[src/rtl/pwm_pkg.sv]
// pwm_pkg: shared parameter defaults, channel index width helper and mode encoding for pwm_bank.
package pwm_pkg;
  localparam int NCH_DEF        = 4;
  localparam int WIDTH_DEF      = 8;
  localparam int PERIOD_RST_DEF = 250;
  typedef enum logic {MODE_EDGE = 1'b0, MODE_CENTER = 1'b1} mode_e;
  function automatic int idx_w(input int n);
    return (n > 1) ? $clog2(n) : 1;
  endfunction
endpackage

[src/rtl/pwm_chan.sv]
// pwm_chan: one channel's staging/active duty pair and registered compare against the shared count.
module pwm_chan import pwm_pkg::*; #(
  parameter int WIDTH = WIDTH_DEF
) (
  input  logic             clk_i,
  input  logic             rst_ni,
  input  logic             wr_en_i,
  input  logic [WIDTH-1:0] wr_duty_i,
  input  logic             load_i,
  input  logic [WIDTH-1:0] count_i,
  output logic             pwm_o
);
  logic [WIDTH-1:0] duty_stg_q, duty_stg_d, duty_act_q, duty_act_d;
  logic             pwm_q, pwm_d;
  always_comb begin
    duty_stg_d = wr_en_i ? wr_duty_i : duty_stg_q;
    duty_act_d = load_i ? duty_stg_q : duty_act_q;
    pwm_d      = count_i < duty_act_q;
  end
  always_ff @(posedge clk_i or negedge rst_ni) begin
    if (!rst_ni) begin
      duty_stg_q <= '0;
      duty_act_q <= '0;
      pwm_q      <= 1'b0;
    end else begin
      duty_stg_q <= duty_stg_d;
      duty_act_q <= duty_act_d;
      pwm_q      <= pwm_d;
    end
  end
  assign pwm_o = pwm_q;
endmodule

[src/rtl/pwm_bank.sv]
// pwm_bank: NCH-channel PWM with a shared counter; duties and period update only at period boundaries.
// Define PWM_BANK_CENTER_EN to add mode_i and center-aligned counting.
module pwm_bank import pwm_pkg::*; #(
  parameter int NCH        = NCH_DEF,
  parameter int WIDTH      = WIDTH_DEF,
  parameter int PERIOD_RST = PERIOD_RST_DEF
) (
  input  logic                  clk_i,
  input  logic                  rst_ni,
  input  logic                  tp_i,
  input  logic [WIDTH-1:0]      period_i,
  input  logic                  period_valid_i,
  input  logic                  wr_valid_i,
  input  logic [idx_w(NCH)-1:0] wr_ch_i,
  input  logic [WIDTH-1:0]      wr_duty_i,
`ifdef PWM_BANK_CENTER_EN
  input  logic                  mode_i,
`endif
  output logic [NCH-1:0]        pwm_o,
  output logic                  period_end_o,
  output logic [WIDTH-1:0]      count_o
);
  localparam int IW = idx_w(NCH);
  localparam logic [WIDTH-1:0] PER_RST = WIDTH'(PERIOD_RST);
  logic [WIDTH-1:0] count_q, count_d, period_stg_q, period_stg_d, period_act_q, period_act_d;
  logic             period_end_q, period_end_d, boundary;
`ifdef PWM_BANK_CENTER_EN
  mode_e mode_q, mode_d;
  logic  dir_q, dir_d;
  // A zero period degenerates to edge behaviour so count stays pinned at 0.
  always_comb begin
    count_d  = count_q;
    dir_d    = dir_q;
    boundary = 1'b0;
    if (tp_i) begin
      if (mode_q == MODE_EDGE || period_act_q == '0) begin
        boundary = count_q >= period_act_q;
        count_d  = boundary ? '0 : count_q + 1'b1;
        dir_d    = 1'b0;
      end else if (dir_q || count_q >= period_act_q) begin
        count_d  = count_q - 1'b1;
        boundary = count_d == '0;
        dir_d    = !boundary;
      end else begin
        count_d  = count_q + 1'b1;
      end
    end
    mode_d = boundary ? mode_e'(mode_i) : mode_q;
  end
  always_ff @(posedge clk_i or negedge rst_ni) begin
    if (!rst_ni) begin
      mode_q <= MODE_EDGE;
      dir_q  <= 1'b0;
    end else begin
      mode_q <= mode_d;
      dir_q  <= dir_d;
    end
  end
`else
  always_comb begin
    boundary = tp_i && count_q >= period_act_q;
    count_d  = boundary ? '0 : tp_i ? count_q + 1'b1 : count_q;
  end
`endif
  always_comb begin
    period_stg_d = period_valid_i ? period_i : period_stg_q;
    period_act_d = boundary ? period_stg_q : period_act_q;
    period_end_d = boundary;
  end
  always_ff @(posedge clk_i or negedge rst_ni) begin
    if (!rst_ni) begin
      count_q      <= '0;
      period_stg_q <= PER_RST;
      period_act_q <= PER_RST;
      period_end_q <= 1'b0;
    end else begin
      count_q      <= count_d;
      period_stg_q <= period_stg_d;
      period_act_q <= period_act_d;
      period_end_q <= period_end_d;
    end
  end
  // Indices >= NCH match no channel, so such writes fall away.
  for (genvar c = 0; c < NCH; c++) begin : g_ch
    pwm_chan #(.WIDTH(WIDTH)) u_chan (
      .clk_i     (clk_i),
      .rst_ni    (rst_ni),
      .wr_en_i   (wr_valid_i && wr_ch_i == IW'(c)),
      .wr_duty_i (wr_duty_i),
      .load_i    (boundary),
      .count_i   (count_q),
      .pwm_o     (pwm_o[c])
    );
  end
  assign period_end_o = period_end_q;
  assign count_o      = count_q;
endmodule

[config.mk]
export PLATFORM = sky130hd
export DESIGN_NAME = pwm_bank
export DESIGN_NICKNAME = d
export VERILOG_FILES = /design/src/rtl/pwm_pkg.sv /design/src/rtl/pwm_chan.sv /design/src/rtl/pwm_bank.sv
export SDC_FILE = /design/constraint.sdc
export NUM_CORES = 1
export LEC_CHECK = 0
export CORE_AREA = 2 2 84 127
export DETAILED_ROUTE_END_ITERATION = 12
export DIE_AREA = 0 0 86 129
export PLACE_DENSITY = 0.6
export REMOVE_ABC_BUFFERS = 1
export SYNTH_ARGS = -nofsm -noshare
export SYNTH_HDL_FRONTEND = slang
export SYNTH_HIERARCHICAL = 1
export SYNTH_SLANG_ARGS = --single-unit
[constraint.sdc]
create_clock -name clk_i -period 6.5 [get_ports clk_i]
set_input_delay 1.3 -clock clk_i [delete_from_list [all_inputs] [get_ports clk_i]]
set_output_delay 1.3 -clock clk_i [all_outputs]
set_load 0.05 [all_outputs]
## Yosys cells after proc, flatten, opt, wreduce, memory -nomap -nowiden

Index checks and enable logic that the tools add are counted.

| operators by class | value |
|---|---|
| add/sub/neg operators | 1 |
| multipliers | 0 |
| div/mod/pow operators | 0 |
| order comparisons | 5 |
| equality and inequality tests | 3 |
| shifts and indexed selects | 0 |
| mux-type cells | 2 |
| bitwise logic cells | 0 |
| reductions and logical operators | 7 |

Operators by type and width:

| operator | number |
|---|---|
| < comparator 8 bit | 4 |
| 2-to-1 mux 8 bit | 2 |
| adder 8 x 1 -> 8 bit (second input constant) | 1 |
| greater-or-equal comparator 8 bit | 1 |
| logical AND 1 bit | 5 |
| == test 2 bit (second input constant) | 2 |
| == test 2 x 1 -> 1 bit (second input constant) | 1 |
| zero test 2 bit | 1 |
| nonzero test 2 bit | 1 |

| word-level totals | value |
|---|---|
| register bits after elaboration | 93 |
| bits in latches | 0 |
| memory bits (writable) | 0 |
| memory bits (read-only) | 0 |
| bits of input ports | 23 |
| output and inout port bits | 13 |
| word-level logic and storage cells | 34 |
| memories | 0 |

## Depth between registers and ports, before layout

| logic depth | value |
|---|---|
| depth after elaboration | 3 |
| depth in mapped cells | 10 |

## Modules after synthesis

Netlist, hierarchy kept.

By module, submodules not included:

| module | times used | cells an instance | area each (um2) |
|---|---|---|---|
| pwm_chan | 4 | 67 | 774.5 |
| pwm_bank | 1 | 118 | 1,300.0 |

## Least setup slack after synthesis

OpenSTA, ideal clock, no wires.

| path | value |
|---|---|
| kind | register -> register |
| start point | register count_q[0] (netlist: count_o[0]) |
| end point | register g_ch[0].u_chan.duty_act_q[4] |
| arrival time | 2.449 ns |
| required time | 6.374 ns |
| slack | 3.925 ns |
| cell stages (with the launch flop) | 11 |
| buffers on the path | 2 |
| period minus slack after synthesis | 2.575 ns |
| cells stage by stage | dfrtp_1 inv_1 ha_1 nand2b_4 a2111oi_4 o41ai_4 and2_4 buf_6 buf_2 nand2_1 o21ai_0 |

| on the way | value |
|---|---|
| word-level cells in the longest chain between the ends | 2 |

Ends and longest elaborated chain:

| what | RTL line | text |
|---|---|---|
| start: declaration | pwm_bank.sv:25 | `logic [WIDTH-1:0] count_q, count_d, period_stg_q, period_stg_d, period_act_q, period_act_d;` |
| start signal: assignment | pwm_bank.sv:77 | `count_q <= count_d;` |
| greater-or-equal comparator 8 bit | pwm_bank.sv:61 | `boundary = tp_i && count_q >= period_act_q;` |
| logical AND 1 bit | pwm_bank.sv:61 |  |
| named net boundary | pwm_bank.sv:26 | `logic period_end_q, period_end_d, boundary;` |
| end signal: assignment | pwm_chan.sv:27 | `duty_act_q <= duty_act_d;` |
| end: declaration | pwm_chan.sv:13 | `logic [WIDTH-1:0] duty_stg_q, duty_stg_d, duty_act_q, duty_act_d;` |

The timed path passes the listed nets, and every way through them passes these cells.
A chain may end at the register's enable or synchronous reset.

## Worst setup path in the final report

| path | value |
|---|---|
| start point | register count_q[0] (netlist: count_o[0]) |
| end point | register g_ch[0].u_chan.duty_act_q[0] |

| on the way | value |
|---|---|
| word-level cells in the longest chain between the ends | 2 |

Ends and longest elaborated chain:

| what | RTL line |
|---|---|
| greater-or-equal comparator 8 bit | pwm_bank.sv:61 |
| logical AND 1 bit | pwm_bank.sv:61 |

Every way passes these cells.

==> impl_metrics.toml <==
[detailed_routing]
ant_nets = 0
via_per_inst = 5.208
drt-initial-drc-count = 173
drc = 0
firstDrtPassIters = 4
routed-wl-met3_um = 393
routed-wl-met2_mm = 4.346
routed.top_layer = "met4"
wirelength_mm = 8.764
dr_total_vias = 2823
routedLengthMet1_mm = 3.887
routedWlPerCell_um = 16.17

[logic_synthesis]
synthAdderAreaFrac_pct = 10.53
synthMostInstantiatedCell = "dfrtp_1"
synth.area.mux_share_pct = 11.61
synth_xor_area_share_pct = 0.5974
synthDistinctLibCells = 34
netlist_instances = 386
ys_seq_elements = 93
ys.warnings.count = 6
ys_seq_area_share_pct = 53.26
synth.avg_cell_area_um2 = 11.39
yosys.area_share.simple_pct = 8.478
synth_compound_area_share_pct = 10.67
yosysTopAreaCellShare_pct = 46.09
synth_edf_count = 0
synth_top_flop_cell = "dfrtp_1"
syn-cell-area_um2 = 4398
synth_top_family_by_area = "multiplexers"
synth_largest_area_cell = "dfrtp_1"
netlist_top_cells_area = "dfrtp_1, mux2_2, ha_1"
synth_common_cells = "dfrtp_1, mux2_2, nand2_1"
synth-async-reset-ratio_pct = 100.0

[global_route]
grt_pass1_vias = 2769
antenna_found_initial = 0
grt_max_degree = 73
grt_pass1_wl_mm = 14.29
overflow = 0
grt.total_usage_pct = 17.19

[placed_design]
port-buffer-count = 35
hpwlAfterDp_mm = 6.045
place_congestion = 0.7277
post-place-ws_ps = 3083

[layout]
drive_gt1_share_pct = 19.53
nFillCells = 907
finalNetCount = 480
area_growth_pct = 16.39
n_antenna_cell = 0
postLayoutCoreUtil_pct = 51.36

[timing]
holdWs_ps = 476.5
finalHoldViolCount = 0
fmax_mhz = 310.2
period_needed_ps = 3224
maxSlewHeadroom_pct = 13.22
tns_ps = 0
slew_viol_final = 0
worst-slew-pin-transition_ps = 1299
setup_viol = 0
final.period_utilization_pct = 49.59
fin_skew_ps = 7.597
setup_ws_ps = 3276
rsz0062_at_grt = "no"

[worst_setup_path]
crit_fanout = 72
cp-start-kind = "register"
setup.worst_path.start = "count_o[0]"
arrival_ps = 3450
worstPathRequired_ps = 6720
end_kind = "register"
r2r-start = "count_o[0]"
crit_type = "reg2reg"

[cts]
clk_path_buf_depth = 2
cts-buffers-inserted = 9
cts.hold.buffers_added = 0
cts_num_sinks = 93
cts_tree = "yes"
cts-root-buf = "clkbuf_16"
postCtsSetupRepairBufs = 0
htree_levels = 3
cts_resized = 0
worstSkewPairLatency_ps = 340
clkTransAtPathRegs_ps = 70

[job]
cap_violations = 0

[floorplanning]
rows = 45
die_h_um = 129
core_um2 = 9966
dieArea_um2 = 11090
num_io_pins = 36
initial_core_util_pct = 44.13
fp.dieW_um = 86

[pwr]
peakVddDrop_v = 0.0001165
power_leakage_nw = 2.444
p_per_area_nw_per_um2 = 293.2

[hold_path]
hp-class = "reg2reg"
min_from = "g_ch[2].u_chan/duty_stg_q[3]"

[run_status]
outcome = "finished clean"
[cells by family (layout without fill, tap and decap cells)]
family          after synthesis  count (layout)
mux                          45              45
xor+xnor                      3               3
compound gates               73              73
fa+ha+maj                    37              37
buf+inv                      52              91
simple gates                 83              83
flops                        93              93
[critical path, cell delays in order (launching register included)]
cell,delay (ps)
dfrtp_1,620
inv_1,170
ha_1,310
nand2b_4,120
a2111oi_4,80
o41ai_4,640
and2_4,700
mux2_2,410
[power by group]
part / total, W / internal [W] / switching (W)
registers: 0.000720 / 0.000639 / 0.0000812
clock network: 0.000496 / 0.000280 / 0.000216
logic: 0.000284 / 0.000127 / 0.000157
[sequential cells by signal, indices dropped and copies added (netlist names)]
register / flops
g_ch.u_chan/duty_stg_q: 32
period_stg_q: 8
period_act_q: 8
period_end_o: 1
g_ch.u_chan/pwm_o: 4
count_o: 8
g_ch.u_chan/duty_act_q: 32
[routing by layer]
metal | GRT usage (%) | vias up
met1 | 21.54 | 1361
met2 | 29.05 | 63
li1 | - | 1390
met4 | 7.096 | 0
met5 | 0 | -
met3 | 3.207 | 9
[placed cells by master, fill, tap and decap left out, drive strengths merged]
| cell | count |
|---|---|
| o22ai | 2 |
| o21a | 2 |
| nand2b | 2 |
| mux2 | 45 |
| nor3 | 2 |
| nor2b | 4 |
| clkinvlp | 2 |
| a41oi | 4 |
| a21o | 1 |
| o21ai | 46 |
| dfstp | 12 |
| ha | 37 |
| a211oi | 4 |
| nand2 | 44 |
| a2111oi | 1 |
| a21oi | 11 |
| buf | 2 |
| inv | 40 |
| nand4 | 2 |
| xnor2 | 1 |
| and2 | 1 |
| and3 | 2 |
| nor3b | 2 |
| dfrtp | 81 |
| nor2 | 15 |
| nand3b | 1 |
| xor2 | 2 |
| o2bb2ai | 1 |
| o41ai | 1 |
| clkinv | 2 |
| clkbuf | 11 |
| nand3 | 8 |
| clkdlybuf4s50 | 34 |
[final timing paths]
path                                                end  slack, ps  cells after the start
min                        g_ch[2].u_chan/duty_act_q[3]        480                      2
min reg2reg                g_ch[2].u_chan/duty_act_q[3]        480                      2
max                        g_ch[0].u_chan/duty_act_q[0]       3280                      7
max reg2reg                g_ch[0].u_chan/duty_act_q[0]       3280                      7
max in group asynchronous  g_ch[0].u_chan/duty_stg_q[7]       4520                      2
min in group asynchronous               period_stg_q[2]        940                      1
[cell type report]
class	instances	area [um^2]	share of cell area [%]
clock buffer	11	252.7	4.938
inverter	39	146.4	2.860
sequential	93	2342	45.76
clock inverter	5	33.78	0.6600
timing repair buffer	36	355.3	6.942
multi-input combinational	241	1842	35.98
tap	117	146.4	2.860
[per-stage QoR]
stage | area, um^2 | power (W) | instances
floorplan | 4330 | 0.0008913 | 373
global placement | 4832 | 0.001005 | 526
detailed placement | 4832 | 0.001017 | 526
CTS | 5119 | 0.001520 | 542
global route | 5119 | 0.001578 | 542
finish | 5119 | 0.001501 | 542
Power figures use the tool's default switching activity.
